### config.mk
export PLATFORM = sky130hd
export DESIGN_NAME = mul_unit
export DESIGN_NICKNAME = d
export VERILOG_FILES = /design/src/rtl/mul_pkg.sv /design/src/rtl/mul_partial.sv /design/src/rtl/mul_unit.sv
export SDC_FILE = /design/constraint.sdc
export NUM_CORES = 1
export LEC_CHECK = 0
export BUFFER_PORTS_ARGS = -buffer_cell sky130_fd_sc_hd__buf_2
export CELL_PAD_IN_SITES_DETAIL_PLACEMENT = 0
export CELL_PAD_IN_SITES_GLOBAL_PLACEMENT = 1
export CORE_UTILIZATION = 49
export DETAILED_ROUTE_END_ITERATION = 16
export GPL_TIMING_DRIVEN = 0
export PLACE_DENSITY = 0.95
export SLEW_MARGIN = 25
export SYNTH_ARGS = -nofsm -noshare
export SYNTH_HDL_FRONTEND = slang
export SYNTH_SLANG_ARGS = --single-unit
### constraint.sdc
create_clock -name CLK -period 17.5 [get_ports CLK]
set_clock_uncertainty 0.05 [all_clocks]
set_input_delay 3.5 -clock CLK [delete_from_list [all_inputs] [get_ports CLK]]
set_output_delay 3.5 -clock CLK [all_outputs]
set_load 0.03 [all_outputs]
### src/rtl/mul_pkg.sv
// mul_pkg: shared FSM state encoding and configuration legality check for mul_unit.
package mul_pkg;

    typedef enum logic [1:0] {
        MUL_IDLE = 2'd0,
        MUL_RUN  = 2'd1,
        MUL_DONE = 2'd2
    } mul_state_e;

    function automatic bit mul_cfg_ok(input int width, input int bpc);
        return width >= 4 && width % 2 == 0 && (bpc == 1 || bpc == 2 || bpc == 4) && width % bpc == 0;
    endfunction

endpackage

### src/rtl/mul_partial.sv
// mul_partial: combinational BPC x WIDTH partial-product generator.
module mul_partial
    import mul_pkg::*;
#(
    parameter int WIDTH = 16,
    parameter int BPC   = 1
) (
    input  logic [WIDTH-1:0]     a,
    input  logic [BPC-1:0]       b_bits,
    output logic [WIDTH+BPC-1:0] pp
);

    assign pp = (WIDTH + BPC)'(a) * (WIDTH + BPC)'(b_bits);

endmodule

### src/rtl/mul_unit.sv
// mul_unit: iterative signed/unsigned multiplier with start/done handshake and flush.
module mul_unit
    import mul_pkg::*;
#(
    parameter int WIDTH = 16,
    parameter int BPC   = 1
) (
    input  logic               CLK,
    input  logic               Rst,
    input  logic               St,
    input  logic               Signed,
    input  logic [WIDTH-1:0]   Multiplicando,
    input  logic [WIDTH-1:0]   Multiplicador,
    input  logic               Flush,
    output logic               Idle,
    output logic               Busy,
    output logic               Done,
    output logic [2*WIDTH-1:0] Produto
);

    localparam int NCYC = WIDTH / BPC;
    localparam int CW   = $clog2(NCYC + 1);

    mul_state_e           state_q, state_d;
    logic [WIDTH-1:0]     a_q, a_d, b_q, b_d;
    logic                 neg_q, neg_d;
    logic [2*WIDTH-1:0]   acc_q, acc_d, prod_q, prod_d, pp_sh, sum;
    logic [CW-1:0]        cnt_q, cnt_d;
    logic [WIDTH+BPC-1:0] pp;

    if (!mul_cfg_ok(WIDTH, BPC)) begin : g_cfg_check
        $error("mul_unit: WIDTH must be even, >= 4 and divisible by BPC in {1,2,4}");
    end

    // Magnitude as an unsigned WIDTH-bit value; the most-negative input maps to 2^(WIDTH-1).
    function automatic logic [WIDTH-1:0] mag(input logic [WIDTH-1:0] x, input logic s);
        return (s && x[WIDTH-1]) ? -x : x;
    endfunction

    mul_partial #(.WIDTH(WIDTH), .BPC(BPC)) u_partial (
        .a      (a_q),
        .b_bits (b_q[BPC-1:0]),
        .pp     (pp)
    );

    assign pp_sh = (2 * WIDTH)'(pp) << ((NCYC - int'(cnt_q)) * BPC);
    assign sum   = acc_q + pp_sh;

    always_comb begin
        state_d = state_q;
        a_d     = a_q;
        b_d     = b_q;
        neg_d   = neg_q;
        acc_d   = acc_q;
        cnt_d   = cnt_q;
        prod_d  = prod_q;
        if (Flush) begin
            state_d = MUL_IDLE;
        end else begin
            case (state_q)
                MUL_IDLE: if (St) begin
                    a_d     = mag(Multiplicando, Signed);
                    b_d     = mag(Multiplicador, Signed);
                    neg_d   = Signed & (Multiplicando[WIDTH-1] ^ Multiplicador[WIDTH-1]);
                    acc_d   = '0;
                    cnt_d   = CW'(NCYC);
                    state_d = MUL_RUN;
                end
                MUL_RUN: begin
                    acc_d = sum;
                    b_d   = b_q >> BPC;
                    cnt_d = cnt_q - CW'(1);
                    if (cnt_q == CW'(1)) begin
                        prod_d  = neg_q ? -sum : sum;
                        state_d = MUL_DONE;
                    end
                end
                default: state_d = MUL_IDLE;
            endcase
        end
    end

    always_ff @(posedge CLK) begin
        if (Rst) begin
            state_q <= MUL_IDLE;
            a_q     <= '0;
            b_q     <= '0;
            neg_q   <= 1'b0;
            acc_q   <= '0;
            cnt_q   <= '0;
            prod_q  <= '0;
        end else begin
            state_q <= state_d;
            a_q     <= a_d;
            b_q     <= b_d;
            neg_q   <= neg_d;
            acc_q   <= acc_d;
            cnt_q   <= cnt_d;
            prod_q  <= prod_d;
        end
    end

    assign Idle    = state_q == MUL_IDLE;
    assign Busy    = state_q == MUL_RUN;
    assign Done    = state_q == MUL_DONE;
    assign Produto = prod_q;

endmodule
; ---- After elaboration in Yosys (flattened, before gate mapping)
; Index checks and enable logic that the tools add are counted.
[totals]
ff_bits = 104
in_bits = 37
out_inout_bits = 35
wordCells = 44
[classes]
add_sub_neg = 6
n_mul = 1
n_eq_ne = 5
shift = 1
mux = 12
bitwise_logic = 3
n_reduce_logical = 9
[op_table]
columns = operator, n
row1 = 2-to-1 mux 32 bit, 2
row2 = case mux 32 bit (2 select lines), 1
row3 = 2-to-1 mux 16 bit, 3
row4 = adder 32 bit, 1
row5 = negator 16 bit, 2
row6 = negator 32 bit, 1
row7 = case mux 16 bit (2 select lines), 1
row8 = left shift 17 x 32 -> 32 bit, 1
row9 = multiplier 16 x 1 -> 17 bit, 1
row10 = case mux 5 bit (2 select lines), 1
row11 = AND reduction 3 bit, 3
row12 = subtractor 5 x 5 -> 6 bit (first input constant), 1
row13 = equality test 5 x 1 -> 1 bit (second input constant), 1
row14 = 2-to-1 mux 5 bit, 1
row15 = subtractor 5 x 1 -> 5 bit (second input constant), 1
row16 = 2-to-1 mux 2 bit, 2
row17 = case mux 2 bit (2 select lines), 1
row18 = equality test 2 x 1 -> 1 bit (second input constant), 1
row19 = equality test 2 bit (second input constant), 1
row20 = logical AND 1 bit, 2
row21 = logical NOT 2 bit, 1
row22 = inequality test 2 x 1 -> 1 bit (second input constant), 1
row23 = inequality test 2 bit (second input constant), 1
row24 = AND reduction 2 bit, 1
row25 = 5 further kinds, 5

; ---- Depth between registers and ports, before layout
[logic_depth]
word_depth = 5
depth_mapped = 26

; ---- By module
; From an unflattened synthesis, not the netlist that was laid out.
[hier_totals]
cells_unflattened = 1112
area_unflattened_um2 = 8460.6
[by_module_without_submodules]
columns = module, n_inst, cells_each, area_each_um2, seq_area_each_um2
row1 = mul_unit, 1, 1093, 8323.0, 2082.0
row2 = mul_partial, 1, 19, 137.6, 0.0

; ---- Least setup slack after synthesis
; OpenSTA, ideal clock, no wires.
[synth_path]
path_type = register to register
start = register cnt_q[0]
end = register prod_q[25] (netlist: Produto[25])
setup_time_ns = 0.086
t_arrival_ns = 5.987
setup_slack_ns = 11.378
stages_incl_launch_ff = 27
n_path_buf = 7
period_less_slack_ns = 6.122
cell_sequence = dfxtp_1 clkbuf_1 buf_1 inv_1 ha_1 clkbuf_1 buf_1 clkbuf_1 nor2_1 nor4_1 a31oi_1 nand2_1 o21ai_0 nor2_1 ha_1 buf_2 a21oi_2 o21ai_0 o21ai_2 a21oi_2 or4_1 a2111oi_0 or4b_1 buf_6 o41ai_2 xor2_1 a211oi_1
[synth_via]
elab_chain_len = 5
elab_cells_between_ends = 7
cone_classes = add/sub: 3 / eq/ne: 1 / shift: 1 / mux: 1 / reduce/logical: 1
[synth_rtl]
columns = item, line
row1 = start: declaration, mul_unit.sv:28  ; logic [CW-1:0] cnt_q, cnt_d;
row2 = start signal: assignment, mul_unit.sv:98  ; cnt_q <= cnt_d;
row3 = subtractor 5 x 5 -> 6 bit, mul_unit.sv:46  ; assign pp_sh = (2 * WIDTH)'(pp) << ((NCYC - int'(cnt_q)) * BPC);
row4 = left shift 17 x 32 -> 32 bit, mul_unit.sv:46
row5 = adder 32 bit, mul_unit.sv:47  ; assign sum = acc_q + pp_sh;
row6 = negator 32 bit, mul_unit.sv:74  ; prod_d = neg_q ? -sum : sum;
row7 = 2-to-1 mux 32 bit, mul_unit.sv:74
row8 = end signal: assignment, mul_unit.sv:99  ; prod_q <= prod_d;
row9 = end: declaration, mul_unit.sv:27  ; logic [2*WIDTH-1:0] acc_q, acc_d, prod_q, prod_d, pp_sh, sum;
; Several ways; a longest one is shown, not always the timed one.
; A chain may end at the register's enable or synchronous reset.

; ---- Worst setup path in the final report
[layout_path]
start = register cnt_q[0]
end = register prod_q[29] (netlist: Produto[29])
; Same word-level chain as after synthesis.

==> impl_metrics.env <==
export IMPL_ir_drop_uv=44.46
export IMPL_cp_start_kind="flop"
export IMPL_drt_total_wl_um=26280
export IMPL_synth_area_mm2=0.008332
export IMPL_dieHeight_um=132.4
export IMPL_drc_errors=0
export IMPL_fin_setup_tns_ns=0
export IMPL_gp_congestion=0.9552
export IMPL_relSlewSlack_pct=29.55
export IMPL_rr_endpoint="Produto[29]"
export IMPL_final_nets=1265
export IMPL_grt_overflow_total=0
export IMPL_synth_main_ff_cell="dfxtp_1"
export IMPL_clk_latency_ns=0.37
export IMPL_cp_data_required_time_ns=17.68
export IMPL_place_area_mm2=0.008976
export IMPL_wl_per_cell_um=18.56
export IMPL_drive_above_1_share_pct=10.70
export IMPL_detail_route_antenna_nets=0
export IMPL_cts_buffers=9
export IMPL_synth_seq_cells=104
export IMPL_synth_edf_count=0
export IMPL_grt_first_pass_wirelength_um=42300
export IMPL_r2r_start="cnt_q[0]"
export IMPL_die_width_um=132.4
export IMPL_final_design_area_no_fill_mm2=0.009296
export IMPL_maxCapViolations=0
export IMPL_vias_per_cell=6.073
export IMPL_cp_max_fo=10
export IMPL_cts_setup_buffers=0
export IMPL_cts_hold_fix_buffers=0
export IMPL_grt_usage_pct=30.47
export IMPL_num_rows=47
export IMPL_yosysSeqAreaShare_pct=24.99
export IMPL_htreeDepth=3
export IMPL_vias=8599
export IMPL_final_hold_viol_count=0
export IMPL_rsz0062_at_grt="false"
export IMPL_drtPass1Iterations=6
export IMPL_clock_sinks=104
export IMPL_ctsResizeCount=0
export IMPL_finalSetupViolCount=0
export IMPL_ys_types=76
export IMPL_start_util_pct=50.24
export IMPL_worst_pin_slew_ns=1.057
export IMPL_cts_path_max_buffers=2
export IMPL_clk_pin_slew_worst_paths_ns=0.09
export IMPL_portBuffers=71
export IMPL_async_flop_share_pct=0
export IMPL_antenna_found_initial=0
export IMPL_holdCritPathClass="reg -> reg"
export IMPL_grt_pass1_vias=7898
export IMPL_final_seq_area_mm2=0.002082
export IMPL_syn_avg_cell_area_um2=7.513
export IMPL_antenna_cells=0
export IMPL_cellPowerDensity_mw_per_mm2=67.66
export IMPL_cts_root_buf="clkbuf_16"
export IMPL_crit_end="Produto[29]"
export IMPL_crit_path_end_kind="flop"
export IMPL_netlist_instances=1109
export IMPL_drt_initial_drc_count=688
export IMPL_rrSetupSlack_ns=9.73
export IMPL_multi_input_area_mm2=0.005854
export IMPL_die_area_mm2=0.01753
export IMPL_max_freq_ghz=0.1287
export IMPL_crit_type="reg -> reg"
export IMPL_io_pins=72
export IMPL_cts_tree="done"
export IMPL_core_area_mm2=0.01658
export IMPL_fillers=1634
export IMPL_grt_max_degree=21
export IMPL_slew_viol_final=0
export IMPL_status="finished, final reports clean"
export IMPL_area_delta_synth_final_pct=11.58
export IMPL_syn_nets=1183
export IMPL_period_needed_ns=7.773
export IMPL_dpl_hpwl_um=20320
export IMPL_ff2ff_path_depth=23
export IMPL_p_leak_nw=3.641
export IMPL_startpoint="cnt_q[0]"
export IMPL_cp_data_arrival_time_ns=7.95
export IMPL_yosysWarnings=0
export IMPL_min_period_over_period_pct=44.42
placed cells by master, fill, tap and decap left out, types with 5 or more instances in the layout:
cell type / Yosys / routed
o211ai_1: 5 / 5
or3_1: 18 / 18
nor2_1: 176 / 176
ha_1: 36 / 36
a21o_1: 10 / 10
xnor2_1: 41 / 41
a211oi_1: 55 / 55
nand4_1: 11 / 11
mux2i_1: 22 / 22
mux2_2: 5 / 5
o22ai_1: 9 / 9
o21a_1: 9 / 9
o21ai_1: 8 / 8
o21ai_0: 42 / 42
clkbuf_1: 65 / 65
nand3_1: 27 / 27
o41ai_1: 5 / 5
clkbuf_16: 0 / 9
nor2b_1: 11 / 11
xor2_1: 35 / 35
a31oi_1: 10 / 10
nand2b_1: 16 / 16
mux4_2: 8 / 8
dfxtp_1: 104 / 104
or4_1: 5 / 5
and3_1: 6 / 6
nor4_1: 9 / 9
a21oi_1: 99 / 99
nor3_1: 19 / 19
buf_1: 7 / 7
inv_1: 23 / 23
o31ai_1: 9 / 9
nand2_1: 78 / 78
a22oi_1: 31 / 31
buf_2: 6 / 77
a311oi_1: 8 / 7
and2_1: 13 / 13
registers in the layout (all words and copies together) (netlist names):
name     count
Produto     32
a_q         16
acc_q       32
b_q         16
cnt_q        5
neg_q        1
state_q      2
area by class of cell:
| cell class | instances | area share, % |
|---|---|---|
| buffer | 80 | 3.472 |
| tap | 220 | 2.961 |
| sequential | 104 | 22.40 |
| clock buffer | 9 | 2.423 |
| clock inverter | 7 | 1.023 |
| timing repair buffer | 71 | 3.822 |
| inverter | 23 | 0.9287 |
| multi-input combinational | 902 | 62.97 |
worst max-delay path, stage by stage, from the launching register on:
cell	delay, ns
dfxtp_1	0.34
clkbuf_1	0.47
buf_1	0.55
inv_1	0.20
ha_1	0.32
clkbuf_1	0.33
buf_1	0.44
mux4_2	0.40
nand2_1	0.10
o21ai_0	0.18
mux2i_1	0.27
nor2_1	0.10
ha_1	0.29
clkbuf_1	0.35
nand2_1	0.19
a2111oi_1	0.78
o21ai_0	0.22
a21o_1	0.28
a2111oi_0	0.41
or4b_1	0.49
buf_6	0.16
nor4b_2	0.39
mux2i_1	0.22
a21oi_1	0.08
how the worst min path moves through the flow:
stage	from	end	slack [ns]	depth (start not counted)
floorplan	b_q[15]	b_q[15]	0.40	2
global placement	Produto[17]	Produto[17]	0.39	2
detailed placement	Produto[17]	Produto[17]	0.40	2
CTS	Produto[17]	Produto[17]	0.41	2
global route	Produto[0]	Produto[0]	0.44	2
finish	Produto[2]	Produto[2]	0.41	2
report_power, final:
part / leakage [nW] / switching [mW] / internal, mW / total [mW]
registers: 0.843 / 0.00475 / 0.243 / 0.247
logic: 2.64 / 0.101 / 0.0531 / 0.155
clock network: 0.157 / 0.111 / 0.116 / 0.227
total: 3.64 / 0.217 / 0.412 / 0.629
synth_stat cells (5+ instances only):
library cell  count  area share, %
buf_1             7           0.32
xor2_1           35            3.7
nor4_1            9           0.68
ha_1             36            5.4
a21oi_1          99            5.9
o21a_1            9           0.81
mux2i_1          22            2.6
nor2_1          176            7.9
nor2b_1          11           0.83
and3_1            6           0.45
o22ai_1           9           0.68
nor3_1           19            1.1
a31oi_1          10           0.75
a21o_1           10           0.90
o21ai_0          42            2.5
dfxtp_1         104             25
or4_1             5           0.45
or3_1            18            1.4
nand3_1          27            1.6
mux4_2            8            2.2
o21ai_1           8           0.48
o211ai_1          5           0.45
inv_1            23            1.0
clkbuf_1         65            2.9
buf_2             6           0.36
a211oi_1         55            5.0
nand2b_1         16            1.2
mux2_2            5           0.68
o41ai_1           5           0.53
xnor2_1          41            4.3
nand4_1          11           0.83
a22oi_1          31            2.8
a311oi_1          8           0.84
and2_1           13           0.98
o31ai_1           9           0.81
nand2_1          78            3.5
per-layer routing:
metal	vias up	global-route usage [%]	wire, µm
met5	-	0	0
met1	4006	40.40	12010
met2	307	49.94	11920
met3	51	4.729	1525
met4	0	11.11	824
li1	4235	-	-
cell families (layout without fill, tap and decap cells):
family	Yosys count	in the layout	synth area share, %
buf+inv	103	190	4.911
xor+xnor	76	76	7.989
fa+ha+maj	37	37	5.646
compound gates	346	346	28.10
flops	104	104	24.99
mux	35	35	5.481
simple gates	408	408	22.89
per-stage QoR:
step	std cells	hold WS [ns]	power (mW)	util, %	setup slack, ns
CTS	1416	0.4078	0.6259	56.06	9.824
detailed placement	1400	0.3964	0.4039	54.13	9.831
global route	1416	0.4374	0.6545	56.06	9.032
finish	1416	0.4077	0.6290	56.06	9.727
floorplan	1109	0.4036	0.3604	-	11.38
global placement	1400	0.3857	0.4018	54.04	9.916
Power figures use the tool's default switching activity.
